**config.mk**
```make
export PLATFORM = sky130hd
export DESIGN_NAME = csr_access_unit
export DESIGN_NICKNAME = d
export VERILOG_FILES = /design/src/rtl/csr_access_unit.sv
export SDC_FILE = /design/constraint.sdc
export NUM_CORES = 1
export LEC_CHECK = 0
export ABC_AREA = 1
export BUFFER_PORTS_ARGS = -buffer_cell sky130_fd_sc_hd__buf_4
export CAP_MARGIN = 20
export CELL_PAD_IN_SITES_DETAIL_PLACEMENT = 1
export CELL_PAD_IN_SITES_GLOBAL_PLACEMENT = 2
export CORE_MARGIN = 5
export CORE_UTILIZATION = 23
export DETAILED_ROUTE_END_ITERATION = 16
export PLACE_DENSITY = 0.85
export SLEW_MARGIN = 0
export SYNTH_ARGS = -nofsm -noshare
export SYNTH_HDL_FRONTEND = slang
export SYNTH_SLANG_ARGS = --single-unit
```
**constraint.sdc**
```tcl
create_clock -name clk_i -period 1.5 [get_ports clk_i]
set_clock_uncertainty 0.15 [all_clocks]
set_input_delay 0.15 -clock clk_i [delete_from_list [all_inputs] [get_ports clk_i]]
set_output_delay 0.15 -clock clk_i [all_outputs]
set_load 0.02 [all_outputs]
```
**src/rtl/csr_access_unit.sv**
```systemverilog
// Zicsr sequencer: reads the addressed CSR, screens the file's illegal flags,
// issues the write with the latched mode, and returns the old value to writeback.
module csr_access_unit #(
    parameter int unsigned XLEN = 32
) (
    input  logic            clk_i,
    input  logic            reset_i,
    input  logic            clk_en_i,
    input  logic            req_valid_i,
    output logic            req_ready_o,
    input  logic [1:0]      req_op_i,
    input  logic [11:0]     req_addr_i,
    input  logic [XLEN-1:0] req_src_i,
    input  logic            req_src_zero_i,
    input  logic [4:0]      req_rd_i,
    output logic            csr_rd_o,
    output logic [11:0]     csr_rd_addr_o,
    input  logic [XLEN-1:0] csr_rd_data_i,
    input  logic            csr_rd_illegal_rd_i,
    input  logic            csr_rd_illegal_wr_i,
    output logic            csr_wr_o,
    output logic [1:0]      csr_wr_mode_o,
    output logic [11:0]     csr_wr_addr_o,
    output logic [XLEN-1:0] csr_wr_data_o,
    output logic            rsp_valid_o,
    input  logic            rsp_ready_i,
    output logic [4:0]      rsp_rd_o,
    output logic [XLEN-1:0] rsp_data_o,
    output logic            rsp_wen_o,
    output logic            rsp_illegal_o
);

    typedef enum logic [2:0] {
        S_IDLE,
        S_READ,
        S_CHECK,
        S_WRITE,
        S_RESP
    } state_e;

    state_e          state_q, state_d;
    logic [1:0]      op_q, op_d;
    logic [11:0]     addr_q, addr_d;
    logic [XLEN-1:0] src_q, src_d;
    logic            src_zero_q, src_zero_d;
    logic [4:0]      rd_q, rd_d;
    logic [XLEN-1:0] data_q, data_d;
    logic            illegal_q, illegal_d;
    logic            wen_q, wen_d;

    logic rd_nz;
    logic rd_need;
    logic wr_need;
    logic illegal_now;

    // Access classification; only meaningful while in CHECK.
    always_comb begin
        rd_nz       = (rd_q != 5'd0);
        rd_need     = (op_q != 2'b01) | rd_nz;
        wr_need     = (op_q == 2'b01) | ~src_zero_q;
        illegal_now = (op_q == 2'b00)
                    | (rd_need & csr_rd_illegal_rd_i)
                    | (wr_need & csr_rd_illegal_wr_i);
    end

    always_comb begin
        state_d    = state_q;
        op_d       = op_q;
        addr_d     = addr_q;
        src_d      = src_q;
        src_zero_d = src_zero_q;
        rd_d       = rd_q;
        data_d     = data_q;
        illegal_d  = illegal_q;
        wen_d      = wen_q;
        case (state_q)
            S_IDLE: begin
                if (req_valid_i) begin
                    op_d       = req_op_i;
                    addr_d     = req_addr_i;
                    src_d      = req_src_i;
                    src_zero_d = req_src_zero_i;
                    rd_d       = req_rd_i;
                    state_d    = S_READ;
                end
            end
            S_READ: state_d = S_CHECK;
            S_CHECK: begin
                data_d    = csr_rd_data_i;
                illegal_d = illegal_now;
                wen_d     = rd_need & rd_nz & ~illegal_now;
                state_d   = (wr_need & ~illegal_now) ? S_WRITE : S_RESP;
            end
            S_WRITE: state_d = S_RESP;
            S_RESP: begin
                if (rsp_ready_i) begin
                    state_d = S_IDLE;
                end
            end
            default: state_d = S_IDLE;
        endcase
    end

    always_ff @(posedge clk_i) begin
        if (reset_i) begin
            state_q    <= S_IDLE;
            op_q       <= '0;
            addr_q     <= '0;
            src_q      <= '0;
            src_zero_q <= 1'b0;
            rd_q       <= '0;
            data_q     <= '0;
            illegal_q  <= 1'b0;
            wen_q      <= 1'b0;
        end else if (clk_en_i) begin
            state_q    <= state_d;
            op_q       <= op_d;
            addr_q     <= addr_d;
            src_q      <= src_d;
            src_zero_q <= src_zero_d;
            rd_q       <= rd_d;
            data_q     <= data_d;
            illegal_q  <= illegal_d;
            wen_q      <= wen_d;
        end
    end

    // Address stays on the read port through WRITE so the file merges the right CSR.
    always_comb begin
        req_ready_o   = (state_q == S_IDLE);
        csr_rd_o      = (state_q == S_READ);
        csr_rd_addr_o = addr_q;
        csr_wr_o      = (state_q == S_WRITE);
        csr_wr_mode_o = op_q;
        csr_wr_addr_o = addr_q;
        csr_wr_data_o = src_q;
        rsp_valid_o   = (state_q == S_RESP);
        rsp_rd_o      = rd_q;
        rsp_data_o    = data_q;
        rsp_wen_o     = (state_q == S_RESP) & wen_q;
        rsp_illegal_o = (state_q == S_RESP) & illegal_q;
    end

endmodule

```
==> flow_metrics.py, run 1 <==
metrics = {
    "global_route": {
        "groute.layer.met3.usage": 0.0608,
        "grt.total_usage": 0.152,
        "vias_in_the_first_global_route": 4244,
        "busiest_layer": "met2",
        "grt_first_pass_wirelength_mm": 21.7,
        "globalRouteOverflowTotal": 0,
        "antenna_found_initial": 1,
        "grt_max_degree": 65,
        "met2_usage": 0.264,
        "global_route.usage.met1": 0.166,
    },
    "pwr": {
        "power-per-cell-area_nw_per_um2": 1070,
        "design_power_total_uw": 6920,
        "irDropWorstVdd_v": 0.000549,
        "p_leak_uw": 0.00292,
    },
    "run_status": {
        "status": "finished, violations left",
        "violations_in_the_final_reports": "setup timing",
    },
    "worst_hold_path": {
        "min_delay_path_depth": 4,
        "hp-start": "csr_rd_illegal_wr_i",
        "hold_path.class": "primary input to register",
        "whs_endpoint": "wen_q$_SDFFE_PP0P_",
    },
    "drt": {
        "wl_mm": 13.9,
        "avgViaCountPerCell": 4.34,
        "drtPass1Iterations": 4,
        "detailroute.via_count": 3872,
        "route.detailed.drc": 0,
        "route.detailed.wl_per_inst_um": 15.6,
        "drtAntennaViolNets": 0,
        "detail_route.iter0.violations": 73,
    },
    "timing": {
        "slew_headroom": 0.795,
        "worstMarginPinSlew_ps": 307,
        "final_hold_vios": 0,
        "layout_setup_ws_ps": -30.7,
        "max_freq_ghz": 0.653,
        "min_tclk_post_route_ps": 1530,
        "finalMaxSlewViolations": 0,
        "setup_repair_after_global_routing_missed_its_margin": "yes",
        "min_period_over_period": 1.02,
        "report.final.setup_viol": 3,
    },
    "floorplan": {
        "placeableCoreArea_um2": 14500,
        "start_util": 0.234,
        "dieHeight_um": 131,
        "floorplan.rows": 44,
        "die_footprint_um2": 17200,
        "top_level_ports": 192,
        "die_width_um": 131,
    },
    "critical_path": {
        "r2r.worst_path.cells": 8,
        "cpLargestDelayFamily": "buffers and inverters",
        "slowest_stage": "dfxtp_4",
        "worstPathRequired_ps": 1580,
        "endpoint_kind": "register",
        "worstPathMaxFanout": 16,
        "critical_path.reg2reg.startpoint": "state_q[1]$_SDFFE_PP0P_",
        "worstPathArrival_ps": 1610,
        "critical_path.max_stage_delay_ps": 360,
        "critical_path.n_buffers_inverters": 4,
        "r2r_slack_ps": -30,
        "worstPathCellList": "buf_6, nand2_4, buf_6, nor2_4, inv_2, clkbuf_16, nor2_2, nor2_1",
        "type_of_the_worst_setup_path": "register to register",
        "r2r_end": "rsp_data_o[23]$_SDFFE_PP0P_",
        "critical-path-top-cell-by-count": "buf_6",
        "setup.worst_path.start_class": "register",
    },
    "cells_and_area": {
        "syn_to_final_growth_pct": 90.9,
        "layout_common_cells": "193 x buf_4, 86 x dfxtp_1, 85 x dlygate4sd3_1",
        "nets": 794,
        "layout_commonest_cell": "buf_4",
        "post_route_cells_drive_above_1_share": 0.374,
        "postLayoutCoreUtil": 0.447,
    },
    "synthesis": {
        "synth_cell_types": 20,
        "yosys_warnings": 0,
        "ys_seq_elements": 89,
        "postSynthNetCount": 522,
        "post_synth_inst_count": 431,
        "syn_area_um2": 3390,
        "share_of_the_yosys_chip_area_belonging_to_registers": 0.526,
        "syn-mean-instance-area_um2": 7.86,
    },
    "flow_run": {
        "max_cap_violations": 0,
    },
    "placement": {
        "detailed_place_hpwl_mm": 8.70,
        "gpl.final_weighted_congestion": 0.734,
        "portBuffers": 191,
        "dp_worst_setup_slack_ps": -9.14,
    },
    "clock_network": {
        "cts_inserted_buffers": 9,
        "cts_tree": "yes",
        "cts.path.max_buffers": 2,
        "clkSlewWorstSetupHoldPaths_ps": 60,
        "root_buffer": "clkbuf_16",
        "number_of_sinks_driven_by_the_clock_tree": 89,
        "clkLatencyLatePin_ps": 340,
        "h-tree-depth": 3,
    },
}
[worst reg2reg max path: stages (launching register included)]
cell and delay [ps]:
dfxtp_4 360, buf_6 120, nand2_4 50, buf_6 110, nor2_4 140, inv_2 100
clkbuf_16 190, nor2_2 130, nor2_1 70
[through the flow]
step	hold WS (ps)	area (um2)	cells	setup TNS [ps]
2_1_floorplan	69.1	3390	431	0
3_3_place_gp	179	4970	782	0
3_5_place_dp	178	4970	782	-9.14
4_1_cts	13.4	6270	886	-192
5_1_grt	64.7	6460	893	-4690
6_report	27.6	6460	893	-69.4
[worst max-delay path by stage]
stage / startpoint / to / slack [ps] / cells after the start
after floorplan: state_q[1]$_SDFFE_PP0P_ / rsp_rd_o[2]$_SDFFE_PP0P_ / 40 / 8
after global placement: csr_wr_mode_o[1]$_SDFFE_PP0P_ / state_q[1]$_SDFFE_PP0P_ / 60 / 6
after detailed placement: csr_wr_mode_o[1]$_SDFFE_PP0P_ / state_q[0]$_SDFFE_PP0P_ / -9 / 6
after CTS: state_q[0]$_SDFFE_PP0P_ / rsp_illegal_o / -50 / 5
after global routing: state_q[1]$_SDFFE_PP0P_ / rsp_data_o[23]$_SDFFE_PP0P_ / -110 / 8
final: state_q[1]$_SDFFE_PP0P_ / rsp_data_o[23]$_SDFFE_PP0P_ / -30 / 8
[synth_stat cells (all sizes together)]
library cell / n / area share
a21oi: 58 / 0.086
buf: 22 / 0.054
clkbuf: 16 / 0.018
dfxtp: 89 / 0.53
inv: 62 / 0.069
nand2: 10 / 0.011
nand3: 4 / 0.0074
nand3b: 1 / 0.0022
nand4: 3 / 0.0055
nor2: 76 / 0.087
nor3: 2 / 0.0030
o211ai: 1 / 0.0022
o21ai: 87 / 0.13
[state kept, by name, summed over array words and instances (netlist names)]
register and count:
illegal_q 1, state_q 3, rsp_data_o 32, wen_q 1, src_zero_q 1, rsp_rd_o 5
csr_wr_data_o 32, csr_rd_addr_o 12, csr_wr_mode_o 2
[routing by layer]
metal	part of all wire	wire length, um
met2	0.50	6960
met1	0.40	5530
met3	0.080	1120
met4	0.023	319
met5	0	0
[report_power, final]
part	internal (uW)	switching, uW	total [uW]
clock network	1520	934	2460
logic	854	909	1760
registers	2570	131	2700
[area by class of cell]
cell class	count	area, um2
Sequential cell	89	1790
Tap cell	184	230
Clock buffer	15	298
Inverter	62	233
Clock inverter	1	30.0
Antenna cell	1	2.50
Multi-Input combinational cell	242	1270
Timing Repair Buffer	299	2610
Fill cell	1668	8010
[cell families after synthesis]
group | share of synthesized area
AO/OA/AOI/OAI | 0.217
buffers and inverters | 0.141
flip-flops | 0.526
AND/OR/NAND/NOR | 0.116
[what timing repair did]
action / CTS / global route
hold buffers: 85 / 0
resized for setup: 28 / 55
pin swaps: 5 / 6
setup endpoints to repair: 9 / 93
cloned: 0 / 4
endpoints found under the hold margin: 85 / 0
buffers inserted: 3 / 2
Power figures use the tool's default switching activity.
==> run 2, diff against run 1 <==
--- a/config.mk
+++ b/config.mk
@@ -8,12 +8,11 @@
 export ABC_AREA = 1
 export BUFFER_PORTS_ARGS = -buffer_cell sky130_fd_sc_hd__buf_4
 export CAP_MARGIN = 20
-export CELL_PAD_IN_SITES_DETAIL_PLACEMENT = 1
-export CELL_PAD_IN_SITES_GLOBAL_PLACEMENT = 2
 export CORE_MARGIN = 5
-export CORE_UTILIZATION = 23
+export CORE_UTILIZATION = 38
 export DETAILED_ROUTE_END_ITERATION = 16
-export PLACE_DENSITY = 0.85
+export PLACE_DENSITY = 0.76
+export REMOVE_ABC_BUFFERS = 1
 export SLEW_MARGIN = 0
 export SYNTH_ARGS = -nofsm -noshare
 export SYNTH_HDL_FRONTEND = slang
==> constraint.sdc (replaced) <==
create_clock -name clk_i -period 1.5 [get_ports clk_i]
set_clock_uncertainty 0.15 [all_clocks]
set_input_delay 0.15 -clock clk_i [delete_from_list [all_inputs] [get_ports clk_i]]
set_output_delay 0.15 -clock clk_i [all_outputs]
set_load 0.005 [all_outputs]
==> run 2 against run 1 <==
The run now ends clean. Count of clock-buffer cells in the layout fell by 5. Non-clock buffer count fell by 11. Sequential cell count did not move. Power fell by 18%. Worst hold slack got worse by 22 ps. Sequential share of layout area rose by 2.3 points. Sequential power barely moved. Critical path depth fell by 3. Design area fell by 7.6%. Critical endpoint is now rsp_wen_o. Largest cell class unchanged.
==> flow_metrics.py, run 2 (same netlist as run 1, synthesis figures left out) <==
metrics = {
    "floorplan": {
        "dieHeight_um": 104,
        "start_util": 0.388,
        "placeableCoreArea_um2": 8720,
        "die_footprint_um2": 10900,
        "top_level_ports": 192,
        "die_width_um": 104,
        "floorplan.rows": 34,
    },
    "cells_and_area": {
        "post_route_cells_drive_above_1_share": 0.339,
        "multiInputGateArea_um2": 1180,
        "design_area_um2": 5970,
        "regArea_um2": 1790,
        "nets": 783,
        "layout_common_cells": "196 x buf_4, 87 x dfxtp_1, 86 x dlygate4sd3_1",
        "num_antenna_cells": 0,
        "syn_to_final_growth_pct": 76.3,
        "layout_commonest_cell": "buf_4",
        "fillerInstances": 643,
    },
    "pwr": {
        "irDropWorstVdd_v": 0.000496,
        "power-per-cell-area_nw_per_um2": 950,
        "p_leak_uw": 0.00278,
    },
    "global_route": {
        "vias_in_the_first_global_route": 3889,
        "grt_first_pass_wirelength_mm": 18.3,
        "grt.total_usage": 0.199,
        "antenna_found_initial": 0,
        "grt_max_degree": 89,
        "globalRouteOverflowTotal": 0,
    },
    "drt": {
        "route.detailed.wl_per_inst_um": 14.2,
        "wl_mm": 11.4,
        "avgViaCountPerCell": 4.67,
        "drtPass1Iterations": 4,
        "drtAntennaViolNets": 0,
        "route.detailed.drc": 0,
        "detail_route.iter0.violations": 169,
        "detailroute.via_count": 3762,
    },
    "timing": {
        "slew_headroom": 0.779,
        "setup_total_neg_slack_ps": 0,
        "report.final.setup_viol": 0,
        "final_hold_vios": 0,
        "min_tclk_post_route_ps": 1490,
        "max_freq_ghz": 0.670,
        "worstMarginPinSlew_ps": 331,
        "setup_repair_after_global_routing_missed_its_margin": "yes",
        "min_period_over_period": 0.994,
        "layout_setup_ws_ps": 8.38,
        "finalMaxSlewViolations": 0,
    },
    "clock_network": {
        "clkLatencyLatePin_ps": 340,
        "root_buffer": "clkbuf_8",
        "h-tree-depth": 3,
        "cts_inserted_buffers": 9,
        "number_of_sinks_driven_by_the_clock_tree": 89,
        "clkSlewWorstSetupHoldPaths_ps": 90,
        "cts_tree": "yes",
        "cts.path.max_buffers": 2,
    },
    "critical_path": {
        "setup.worst_path.start_class": "register",
        "critical_path.max_stage_delay_ps": 350,
        "worstPathRequired_ps": 1200,
        "type_of_the_worst_setup_path": "register to output port",
        "slowest_stage": "dfxtp_2",
        "worstPathArrival_ps": 1190,
        "critical-path-top-cell-by-count": "buf_4",
        "endpoint_kind": "output port",
        "worstPathCellList": "nor2_4, buf_4, nand2_4, nor2_2, buf_4",
        "worstPathMaxFanout": 3,
    },
    "placement": {
        "post_dp_cell_area_um2": 4800,
        "detailed_place_hpwl_mm": 6.82,
        "gpl.final_weighted_congestion": 0.836,
        "dp_worst_setup_slack_ps": 15.6,
        "portBuffers": 191,
    },
    "worst_hold_path": {
        "hold_path.class": "primary input to register",
    },
    "run_status": {
        "status": "finished, final reports clean",
    },
    "flow_run": {
        "max_cap_violations": 0,
    },
}
[run 2: layout make-up]
type                            count  share of cell area
Timing Repair Buffer              288               0.409
Sequential cell                    89               0.299
Multi-Input combinational cell    242               0.197
Inverter                           62              0.0390
Tap cell                          108              0.0226
Clock buffer                       10              0.0214
Clock inverter                      6              0.0113
[run 2: metrics by stage]
step / hold slack [ps] / power [uW] / utilization / std cells
2_1_floorplan: 69.1 / 3110 / - / 393
3_3_place_gp: 178 / 3770 / 0.551 / 699
3_5_place_dp: 179 / 3800 / 0.551 / 699
4_1_cts: 15.7 / 5650 / 0.675 / 802
5_1_grt: 33.4 / 5980 / 0.685 / 805
6_report: 5.60 / 5670 / 0.685 / 805
[run 2: what timing repair did]
item / CTS / global route
resized for setup: 7 / 41
hold buffers: 86 / 0
pin swaps: 3 / 0
buffers inserted: 1 / 2
hold endpoints to repair: 85 / 0
endpoints found under the setup margin: 6 / 90
gates cloned: 0 / 1
[run 2: final timing paths]
kind	from	endpoint	slack [ps]	cells after the start
worst max register to register	state_q[0]$_SDFFE_PP0P_	csr_wr_data_o[27]$_SDFFE_PP0P_	20	7
worst max-delay path	state_q[0]$_SDFFE_PP0P_	rsp_wen_o	8	5
worst min register to register	csr_wr_data_o[17]$_SDFFE_PP0P_	csr_wr_data_o[17]$_SDFFE_PP0P_	300	2
worst min-delay path	csr_rd_illegal_wr_i	wen_q$_SDFFE_PP0P_	6	4
[run 2: routing by layer]
metal	GRT usage	up-vias	share of wire
met3	0.0596	23	0.065
li1	-	1889	-
met5	0	-	0
met2	0.360	129	0.52
met1	0.217	1721	0.40
met4	0.0731	0	0.021
[run 2: power by group]
part	leakage (uW)	internal, uW	total, uW	switching, uW
Sequential	0.000728	2570	2700	129
Combinational	0.00195	765	1340	575
Clock	0.0000929	778	1640	859
Total	0.00278	4110	5670	1560
[run 2: critical path, delay by kind of cell (launching register included)]
family / cells / cell delay [ps]
DFF: 1 / 350
and+or+nand+nor: 3 / 260
buffers and inverters: 2 / 240
